===== src/rtl/seq_exec_unit.sv =====
// seq_exec_unit: single-issue ALU/branch unit plus an iterative
// one-bit-per-cycle multiplier/divider behind a valid/ready handshake.
module seq_exec_unit #(
  parameter int XLEN    = 32,
  parameter int SHAMT_W = $clog2(XLEN)
) (
  input  logic            clk,
  input  logic            rst,
  input  logic            in_valid,
  output logic            in_ready,
  input  logic [XLEN-1:0] Operand1,
  input  logic [XLEN-1:0] Operand2,
  input  logic [5:0]      Operation,
  output logic            out_valid,
  input  logic            out_ready,
  output logic [XLEN-1:0] Out,
  output logic            bcond
);
  localparam int CW = $clog2(XLEN);
  localparam logic [1:0] IDLE = 2'd0;
  localparam logic [1:0] BUSY = 2'd1;
  localparam logic [1:0] DONE = 2'd2;

  logic [1:0]      state_q, state_d;
  logic [CW-1:0]   cnt_q, cnt_d;
  logic [XLEN-1:0] hi_q, hi_d, lo_q, lo_d;
  logic [XLEN-1:0] b_q, b_d, a_q, a_d;
  logic [2:0]      op_q, op_d;
  logic            neg_q, neg_d, aneg_q, aneg_d;
  logic            div0_q, div0_d;
  logic [XLEN-1:0] out_q, out_d;
  logic            bc_q, bc_d;

  assign in_ready  = (state_q == IDLE) && !rst;
  assign out_valid = (state_q == DONE);
  assign Out       = out_q;
  assign bcond     = bc_q;

  logic [SHAMT_W-1:0] shamt;
  logic [XLEN-1:0]    sum, alu_out;
  logic               alu_bc, lt_s, lt_u;

  assign shamt = Operand2[SHAMT_W-1:0];
  assign sum   = Operand1 + Operand2;
  assign lt_s  = $signed(Operand1) < $signed(Operand2);
  assign lt_u  = Operand1 < Operand2;

  always_comb begin
    alu_out = '0;
    alu_bc  = 1'b0;
    if (!Operation[4]) begin
      case (Operation[3:0])
        4'b0000: alu_out = sum;
        4'b1000: alu_out = Operand1 - Operand2;
        4'b0001: alu_out = Operand1 << shamt;
        4'b0010: alu_out = {{(XLEN-1){1'b0}}, lt_s};
        4'b0011: alu_out = {{(XLEN-1){1'b0}}, lt_u};
        4'b0100: alu_out = Operand1 ^ Operand2;
        4'b0101: alu_out = Operand1 >> shamt;
        4'b1101: alu_out = $unsigned($signed(Operand1) >>> shamt);
        4'b0110: alu_out = Operand1 | Operand2;
        4'b0111: alu_out = Operand1 & Operand2;
        default: alu_out = '0;
      endcase
    end else begin
      case (Operation[3:0])
        4'b0000: alu_bc  = (Operand1 == Operand2);
        4'b0001: alu_bc  = (Operand1 != Operand2);
        4'b0100: alu_bc  = lt_s;
        4'b0101: alu_bc  = !lt_s;
        4'b0110: alu_bc  = lt_u;
        4'b0111: alu_bc  = !lt_u;
        4'b1001: alu_out = {sum[XLEN-1:1], 1'b0};
        4'b1000: alu_out = Operand2;
        default: alu_bc  = 1'b0;
      endcase
    end
  end

  // Mul/div run on magnitudes; signs are reapplied when finishing.
  logic            md_div, a_sgn, b_sgn, a_neg, b_neg;
  logic [XLEN-1:0] a_mag, b_mag;

  assign md_div = Operation[2];
  assign a_sgn  = md_div ? !Operation[0]
                         : (Operation[1:0] == 2'b01) || (Operation[1:0] == 2'b10);
  assign b_sgn  = md_div ? !Operation[0] : (Operation[1:0] == 2'b01);
  assign a_neg  = a_sgn && Operand1[XLEN-1];
  assign b_neg  = b_sgn && Operand2[XLEN-1];
  assign a_mag  = a_neg ? -Operand1 : Operand1;
  assign b_mag  = b_neg ? -Operand2 : Operand2;

  logic [XLEN:0]     msum, rsh, diff;
  logic [XLEN-1:0]   mhi, mlo, dhi, dlo;
  logic [2*XLEN-1:0] prod, prod_s;
  logic [XLEN-1:0]   mres, quo, rem, dres;

  assign msum   = {1'b0, hi_q} + (lo_q[0] ? {1'b0, b_q} : '0);
  assign mhi    = msum[XLEN:1];
  assign mlo    = {msum[0], lo_q[XLEN-1:1]};
  assign rsh    = {hi_q, lo_q[XLEN-1]};
  assign diff   = rsh - {1'b0, b_q};
  assign dhi    = diff[XLEN] ? rsh[XLEN-1:0] : diff[XLEN-1:0];
  assign dlo    = {lo_q[XLEN-2:0], !diff[XLEN]};
  assign prod   = {mhi, mlo};
  assign prod_s = neg_q ? -prod : prod;
  assign mres   = (op_q[1:0] == 2'b00) ? prod_s[XLEN-1:0]
                                       : prod_s[2*XLEN-1:XLEN];
  assign quo    = div0_q ? '1   : (neg_q  ? -dlo : dlo);
  assign rem    = div0_q ? a_q  : (aneg_q ? -dhi : dhi);
  assign dres   = op_q[1] ? rem : quo;

  always_comb begin
    state_d = state_q;
    cnt_d   = cnt_q;
    hi_d    = hi_q;
    lo_d    = lo_q;
    b_d     = b_q;
    a_d     = a_q;
    op_d    = op_q;
    neg_d   = neg_q;
    aneg_d  = aneg_q;
    div0_d  = div0_q;
    out_d   = out_q;
    bc_d    = bc_q;
    case (state_q)
      IDLE: begin
        if (in_valid && in_ready) begin
          if (Operation[5]) begin
            state_d = BUSY;
            cnt_d   = '0;
            hi_d    = '0;
            lo_d    = md_div ? a_mag : b_mag;
            b_d     = md_div ? b_mag : a_mag;
            a_d     = Operand1;
            op_d    = Operation[2:0];
            neg_d   = a_neg ^ b_neg;
            aneg_d  = a_neg;
            div0_d  = (Operand2 == '0);
          end else begin
            state_d = DONE;
            out_d   = alu_out;
            bc_d    = alu_bc;
          end
        end
      end
      BUSY: begin
        hi_d  = op_q[2] ? dhi : mhi;
        lo_d  = op_q[2] ? dlo : mlo;
        cnt_d = cnt_q + 1'b1;
        if (cnt_q == CW'(XLEN-1)) begin
          state_d = DONE;
          out_d   = op_q[2] ? dres : mres;
          bc_d    = 1'b0;
        end
      end
      DONE: begin
        if (out_ready) state_d = IDLE;
      end
      default: state_d = IDLE;
    endcase
  end

  always_ff @(posedge clk) begin
    if (rst) begin
      state_q <= IDLE;
      cnt_q   <= '0;
      hi_q    <= '0;
      lo_q    <= '0;
      b_q     <= '0;
      a_q     <= '0;
      op_q    <= '0;
      neg_q   <= 1'b0;
      aneg_q  <= 1'b0;
      div0_q  <= 1'b0;
      out_q   <= '0;
      bc_q    <= 1'b0;
    end else begin
      state_q <= state_d;
      cnt_q   <= cnt_d;
      hi_q    <= hi_d;
      lo_q    <= lo_d;
      b_q     <= b_d;
      a_q     <= a_d;
      op_q    <= op_d;
      neg_q   <= neg_d;
      aneg_q  <= aneg_d;
      div0_q  <= div0_d;
      out_q   <= out_d;
      bc_q    <= bc_d;
    end
  end
endmodule


===== config.mk =====
export PLATFORM = sky130hd
export DESIGN_NAME = seq_exec_unit
export DESIGN_NICKNAME = d
export VERILOG_FILES = /design/src/rtl/seq_exec_unit.sv
export SDC_FILE = /design/constraint.sdc
export NUM_CORES = 2
export LEC_CHECK = 0
export CORE_MARGIN = 2
export CORE_UTILIZATION = 55
export DETAILED_ROUTE_END_ITERATION = 8
export PLACE_DENSITY = 0.76
export SLEW_MARGIN = 20
export SYNTH_ARGS = -nofsm -noshare
export SYNTH_HDL_FRONTEND = slang
export SYNTH_SLANG_ARGS = --single-unit

===== constraint.sdc =====
create_clock -name clk -period 12.13 [get_ports clk]
set_input_delay 2.426 -clock clk [delete_from_list [all_inputs] [get_ports clk]]
set_output_delay 2.426 -clock clk [all_outputs]
set_load 0.02 [all_outputs]

* Yosys cells after proc, flatten, opt, wreduce, memory -nomap -nowiden
Index checks and enable logic that the tools add are counted.
** Cells by class
- Bitwise logic cells :: 4
- Equal/unequal tests :: 22
- Reductions and logical operators :: 19
- Mux-type cells :: 45
- $lt $le $gt $ge :: 2
- Shift operators :: 3
- Add/subtract/negate cells :: 10
** Operator list (count)
- $mux W32 :: 23
- $pmux W32 S10 :: 1
- $pmux W32 S2 :: 4
- $neg A32 Y32 :: 4
- $lt A32 B32 Y1 :: 2
- $mux W64 :: 1
- $neg A64 Y64 :: 1
- $add A32 B32 Y33 :: 1
- $sub A33 B32 Y33 :: 1
- $add A32 B32 Y32 :: 1
- $and A32 B32 Y32 :: 1
- $eq A32 B32 Y1 :: 1
- $logic_not A32 Y1 :: 1
- $ne A32 B32 Y1 :: 1
- $or A32 B32 Y32 :: 1
- $shl A32 B5 Y32 :: 1
- $shr A32 B5 Y32 :: 1
- $sshr A32 B5 Y32 :: 1
- $sub A32 B32 Y32 :: 1
- $xor A32 B32 Y32 :: 1
- $eq A4 B3 Y1 const B :: 4
- $eq A4 B4 Y1 const B :: 3
- $mux W5 :: 2
- $pmux W5 S2 :: 1
- 22 further kinds :: 46
** Word-level totals
- Word-level logic and storage cells :: 117
- Register bits after elaboration :: 174
- Output and inout bits :: 35

* Longest topological paths before layout
- Depth after elaboration :: 9
- Gate-level depth with buffers :: 26
- Mapped depth without buffers :: 21

* Least setup slack after synthesis
No wires, ideal clock.
- Path type :: input -> register
- Start point :: input Operand2[2]
- End point :: register out_q[27] (netlist: Out[27])
- Required time :: 11.999 ns
- Path slack :: 5.275 ns
- Stages on the path :: 17
- Arrival time :: 6.724 ns
- Library setup time :: 0.131 ns
- Cells stage by stage :: inv_1 clkbuf_1 buf_1 clkbuf_1 ha_1 inv_1 o21bai_1 a2111oi_0 o21bai_1 a31oi_1 o41ai_1 or3_1 a221o_1 a211oi_1 o21ai_0 nand2_1 o211ai_1
** Between the ends
- Cells in the longest elaborated chain, start to end :: 6
** RTL lines
- start: declaration :: RTL line 12 : input logic [XLEN-1:0] Operand2,
- $sub A32 B32 Y32, or another cell as far along :: RTL line 54 : 4'b1000: alu_out = Operand1 - Operand2;
- $pmux W32 S10 / $pmux W32 S2 (equally long branches) :: RTL line 52, 66
- $mux W32 * :: RTL line 51 : if (!Operation[4]) begin
- $mux W32 * :: RTL line 129 : if (Operation[5]) begin
- $mux W32 * :: RTL line 128 : if (in_valid && in_ready) begin
- $pmux W32 S2 * :: RTL line 126 : case (state_q)
- end signal: assignment :: RTL line 189 : out_q <= out_d;
- end: declaration :: RTL line 31 : logic [XLEN-1:0] out_q, out_d;
Mark *: on every way between the ends. The rest lies on a longest branch, timed or not. The select of a mux whose other input is x is not followed.
A chain may end at the register's enable or synchronous reset.

* Worst setup path after layout
- Start point :: register lo_q[31]
- End point :: register out_q[30] (netlist: Out[30])
** Between the ends
- Cells in the longest elaborated chain, start to end :: 9
** RTL lines
- start: declaration :: RTL line 26 : logic [XLEN-1:0] hi_q, hi_d, lo_q, lo_d;
- start signal: assignment :: RTL line 182 : lo_q <= lo_d;
- $sub A33 B32 Y33 :: RTL line 102 : assign diff = rsh - {1'b0, b_q};
- $mux W32 / $logic_not A1 Y1 (equally long branches) :: RTL line 103, 104
- $neg A32 Y32, on equally long branches :: RTL line 110, 109
- $mux W32, on equally long branches (2 in series) :: RTL line 110, 109
- $mux W32 :: RTL line 111 : assign dres = op_q[1] ? rem : quo;
- $mux W32 * :: RTL line 153 : out_d = op_q[2] ? dres : mres;
- $mux W32 * :: RTL line 151 : if (cnt_q == CW'(XLEN-1)) begin
- $pmux W32 S2 * :: RTL line 126
Marks and branches as above.

==> results.tsv <==
stage	metric	value	unit
route	Total Wirelength	119.3	mm
clock_tree	Num CTS Buffers	17	
global_routing	grt met1 use	59.46	%
critical_path	r2r setup slk	4.81	ns
min_path	Hold Path Class	flop to flop	
sta	Setup WS post-layout	4.815	ns
flow_run	MaxCap Viol Count	0	
finish	Final #Nets	4026	
critical_path	CP max-delay cell	xnor2_2	
critical_path	Crit Path Max Fanout	43	
critical_path	Req. time, crit path	12.52	ns
synthesis	post-synth top area share	13.12	%
sta	period utilisation layout	60.31	%
route	Initial DRC Count	4935	
sta	Worst-Margin Slew	1.173	ns
min_path	Hold EP	a_q[12]	
global_routing	GRT Util Overall	46.11	%
clock_tree	hold_buf cts	0	
global_routing	first-pass GRT wire length	177.0	mm
critical_path	Worst R2R End	Out[30]	
power_and_ir_drop	sw frac	47.10	%
synthesis	number of synthesized flops with an enable pin	0	
place	IO buf count	108	
global_routing	vias in the first global route	28280	
synthesis	Syn Area/Cell	6.824	sq um
global_routing	largest net degree at the start of global routing	119	
power_and_ir_drop	Reg power frac	24.6	%
route	drt pass-1 iters	8	
synthesis	synthesized net count	4142	
finish	# fillers	4665	
sta	final slew viol count	0	
global_routing	initial antenna violation count	1	
clock_tree	Post-CTS Resized	0	
power_and_ir_drop	Internal Pwr Total	1.362	mW
die	die area	50060	sq um
die	# IOs	109	
clock_tree	CTS H-tree depth	4	
synthesis	dominant synthesized flop cell	dfxtp_1	
clock_tree	Sink Count	174	
route	vias	31220	
clock_tree	root buffer cell	clkbuf_16	
power_and_ir_drop	VDD IR max	0.07773	mV
power_and_ir_drop	clock network power share	23.5	%
power_and_ir_drop	NetSw	1.212	mW
die	chip height	223.7	microns
synthesis	most area-consuming cells after synthesis	dfxtp_1, ha_1, a21oi_1	
global_routing	routing usage on met3	9.103	%
finish	Finished Layout Cells	4404	
die	Initial Util	55.62	%
place	Place WS	4.572	ns
sta	final setup fails	0	
global_routing	gr busiest metal	met2	
synthesis	#FFs+latches synth	174	
sta	final setup skew	0.01822	ns
die	Core Area	47750	sq um
sta	fin crit period	7.315	ns
critical_path	CP Class	flop to flop	
critical_path	crit path DAT	7.70	ns
sta	final hold violation count	0	
clock_tree	# Post-CTS Setup Buffers	0	
sta	unrepaired setup endpoints after global routing	false	
synthesis	post-synth cell types	104	
place	GPL Wtd Cong	1.061	
route	antenna violation net count after detailed routing	0	
outcome	status	finished clean	
clock_tree	insertion delay to the later sink of the worst-skew pair	0.48	ns
synthesis	ys async rst share	0	%
clock_tree	clock buffer depth	2	
power_and_ir_drop	P_leak	10.60	nW
global_routing	total grt overflow	0	
power_and_ir_drop	Logic pwr share	51.8	%
synthesis	share of the yosys chip area belonging to registers	13.12	%
sta	Fmax	0.1367	GHz
critical_path	CP max stage delay	0.67	ns
synthesis	Cells after Synth	3892	
die	row count	80	
sta	Max-slew headroom	21.54	%
critical_path	Worst Setup End Kind	flop	
critical_path	Worst R2R Start	lo_q[31]	
synthesis	Synth area leader	dfxtp_1	
place	Placed Instances	4372	
synthesis	Yosys warning count	0	
route	wire length per cell	27.08	microns
clock_tree	Clk pin slew, worst setup/hold paths	0.09	ns
route	DRC	0	
critical_path	CP startpoint kind	flop	
die	Die W	223.7	microns
critical_path	critical-path cell list	buf_4 -> inv_1 -> ha_1 -> inv_1 -> fa_1 -> a211oi_1 -> o21ai_2 -> nand3_1 -> a211oi_1 -> o22ai_1 -> xnor2_2 -> buf_4 -> mux2i_1 -> ha_1 -> nand3_1 -> nor3_1 -> o2111ai_1 -> o31ai_1 -> xnor2_1 -> mux2_2 -> nand4_1 -> a311oi_1	
global_routing	met2 usage in global routing	70.65	%
finish	layout cells sized above 1	5.938	%
clock_tree	CTS tree	done	
power_and_ir_drop	power per cell area	90.53	nW/um^2
finish	Layout area overhead	7.053	%
route	vias per cell	7.088	
critical_path	Worst R2R Path Depth	22	
min_path	Hold Path Stages	2	
sta	setup tns final	0	ns
place	HPWL Detailed	90.65	mm
finish	Antenna diodes	0	
min_path	HP Start	a_q[12]	
synthesis	cell area after synthesis	26560	sq um
-- final cells by class --
class | instances | area (sq um) | share of cell area, %
inverters | 164 | 615.6 | 2.165
flip-flops and latches | 174 | 3490 | 12.27
clock buffers | 17 | 425.4 | 1.496
repair buffers | 185 | 1648 | 5.796
well taps | 615 | 769.5 | 2.707
clock inverters | 15 | 193.9 | 0.6821
multi-input cells | 3234 | 21290 | 74.88
-- state kept, by name, summed over array words and instances (netlist names), 2 cells and up --
name / count
a_q: 32
hi_q: 32
lo_q: 32
cnt_q: 5
Out: 32
b_q: 32
state_q: 2
op_q: 3
-- worst max-delay path by stage --
stage	start	slack [ns]	depth (start not counted)	endpoint
3_3_place_gp	Operand2[1]	4.74	19	Out[31]
4_1_cts	Operand2[1]	5.07	19	Out[31]
6_report	lo_q[31]	4.81	22	Out[30]
3_5_place_dp	Operand2[1]	4.57	19	Out[31]
2_1_floorplan	Operand2[2]	5.27	17	Out[27]
5_1_grt	Operand2[1]	4.45	19	Out[29]
-- per-stage QoR --
step	utilization, %	area (sq um)	power [mW]	hold WS (ns)
CTS	59.55	28430	2.514	0.4541
floorplan	-	26560	1.511	0.4312
global placement	58.25	27810	1.918	0.4390
detailed placement	58.25	27810	1.917	0.4443
finish	59.55	28430	2.574	0.4545
global route	59.55	28430	2.668	0.4733
-- Yosys cell counts (all sizes together), types with 75 or more instances --
cell type	number
a211oi	172
a21oi	350
clkbuf	255
dfxtp	174
ha	172
inv	162
mux2i	146
nand2	396
nand3	85
nor2	417
nor3	87
o211ai	76
o21ai	304
xnor2	156
xor2	75
-- power by group through the flow --
stage	Clock (mW)	Sequential, mW	Combinational (mW)
2_1_floorplan	0	0.627	0.885
3_3_place_gp	0	0.645	1.27
3_5_place_dp	0	0.645	1.27
4_1_cts	0.602	0.632	1.28
5_1_grt	0.623	0.636	1.41
6_report	0.606	0.634	1.33
-- cells in the final DEF, fill, tap and decap left out, types with 15 or more instances in the layout --
master             n
a211oi_1         168
a21o_1            41
a21oi_1          348
a221o_1           18
a221oi_1          29
a22oi_1           31
a311oi_1          23
a31oi_1           58
and2_1            16
and3_1            15
buf_4             78
clkbuf_16         17
clkdlybuf4s50_1  104
dfxtp_1          171
ha_1             172
inv_1            158
mux2_2            23
mux2i_1          146
nand2_1          395
nand2b_1          46
nand3_1           83
nand4_1           29
nor2_1           412
nor2b_1           18
nor3_1            84
nor4_1            19
o2111ai_1         18
o211ai_1          76
o21a_1            20
o21ai_0          296
o21bai_1          27
o221ai_1          37
o22ai_1           25
o31ai_1           35
o41ai_1           15
or2_2             18
or3_1             35
xnor2_1          155
xor2_1            75
-- critical path, delay by kind of cell, from the launching register on --
family | cells | cell delay [ns]
flip-flops | 1 | 0.32
AND/OR/NAND/NOR | 4 | 1.01
XOR/XNOR | 2 | 0.88
adder cells (fa/ha/maj) | 3 | 0.84
AO/OA/AOI/OAI | 7 | 2.45
multiplexers | 2 | 0.66
buffers and inverters | 4 | 0.99
-- metal layers --
metal	routed length, microns	part of all wire (%)
met5	11	0.0092
met4	8639	7.2
met3	13290	11
met2	50320	42
met1	47000	39
-- kinds of logic (layout without fill, tap and decap cells) --
group	count (synthesis)	in the layout	share of synthesized area (%)
AOI/OAI and AO/OA	1394	1394	34.48
and+or+nand+nor	1253	1253	21.96
buffers and inverters	484	381	7.010
xor gates and xnor gates	231	231	7.618
muxes	180	180	7.411
adders and majority gates	176	176	8.405
DFF	174	174	13.12
No activity file was read; power rests on OpenSTA's default activity.
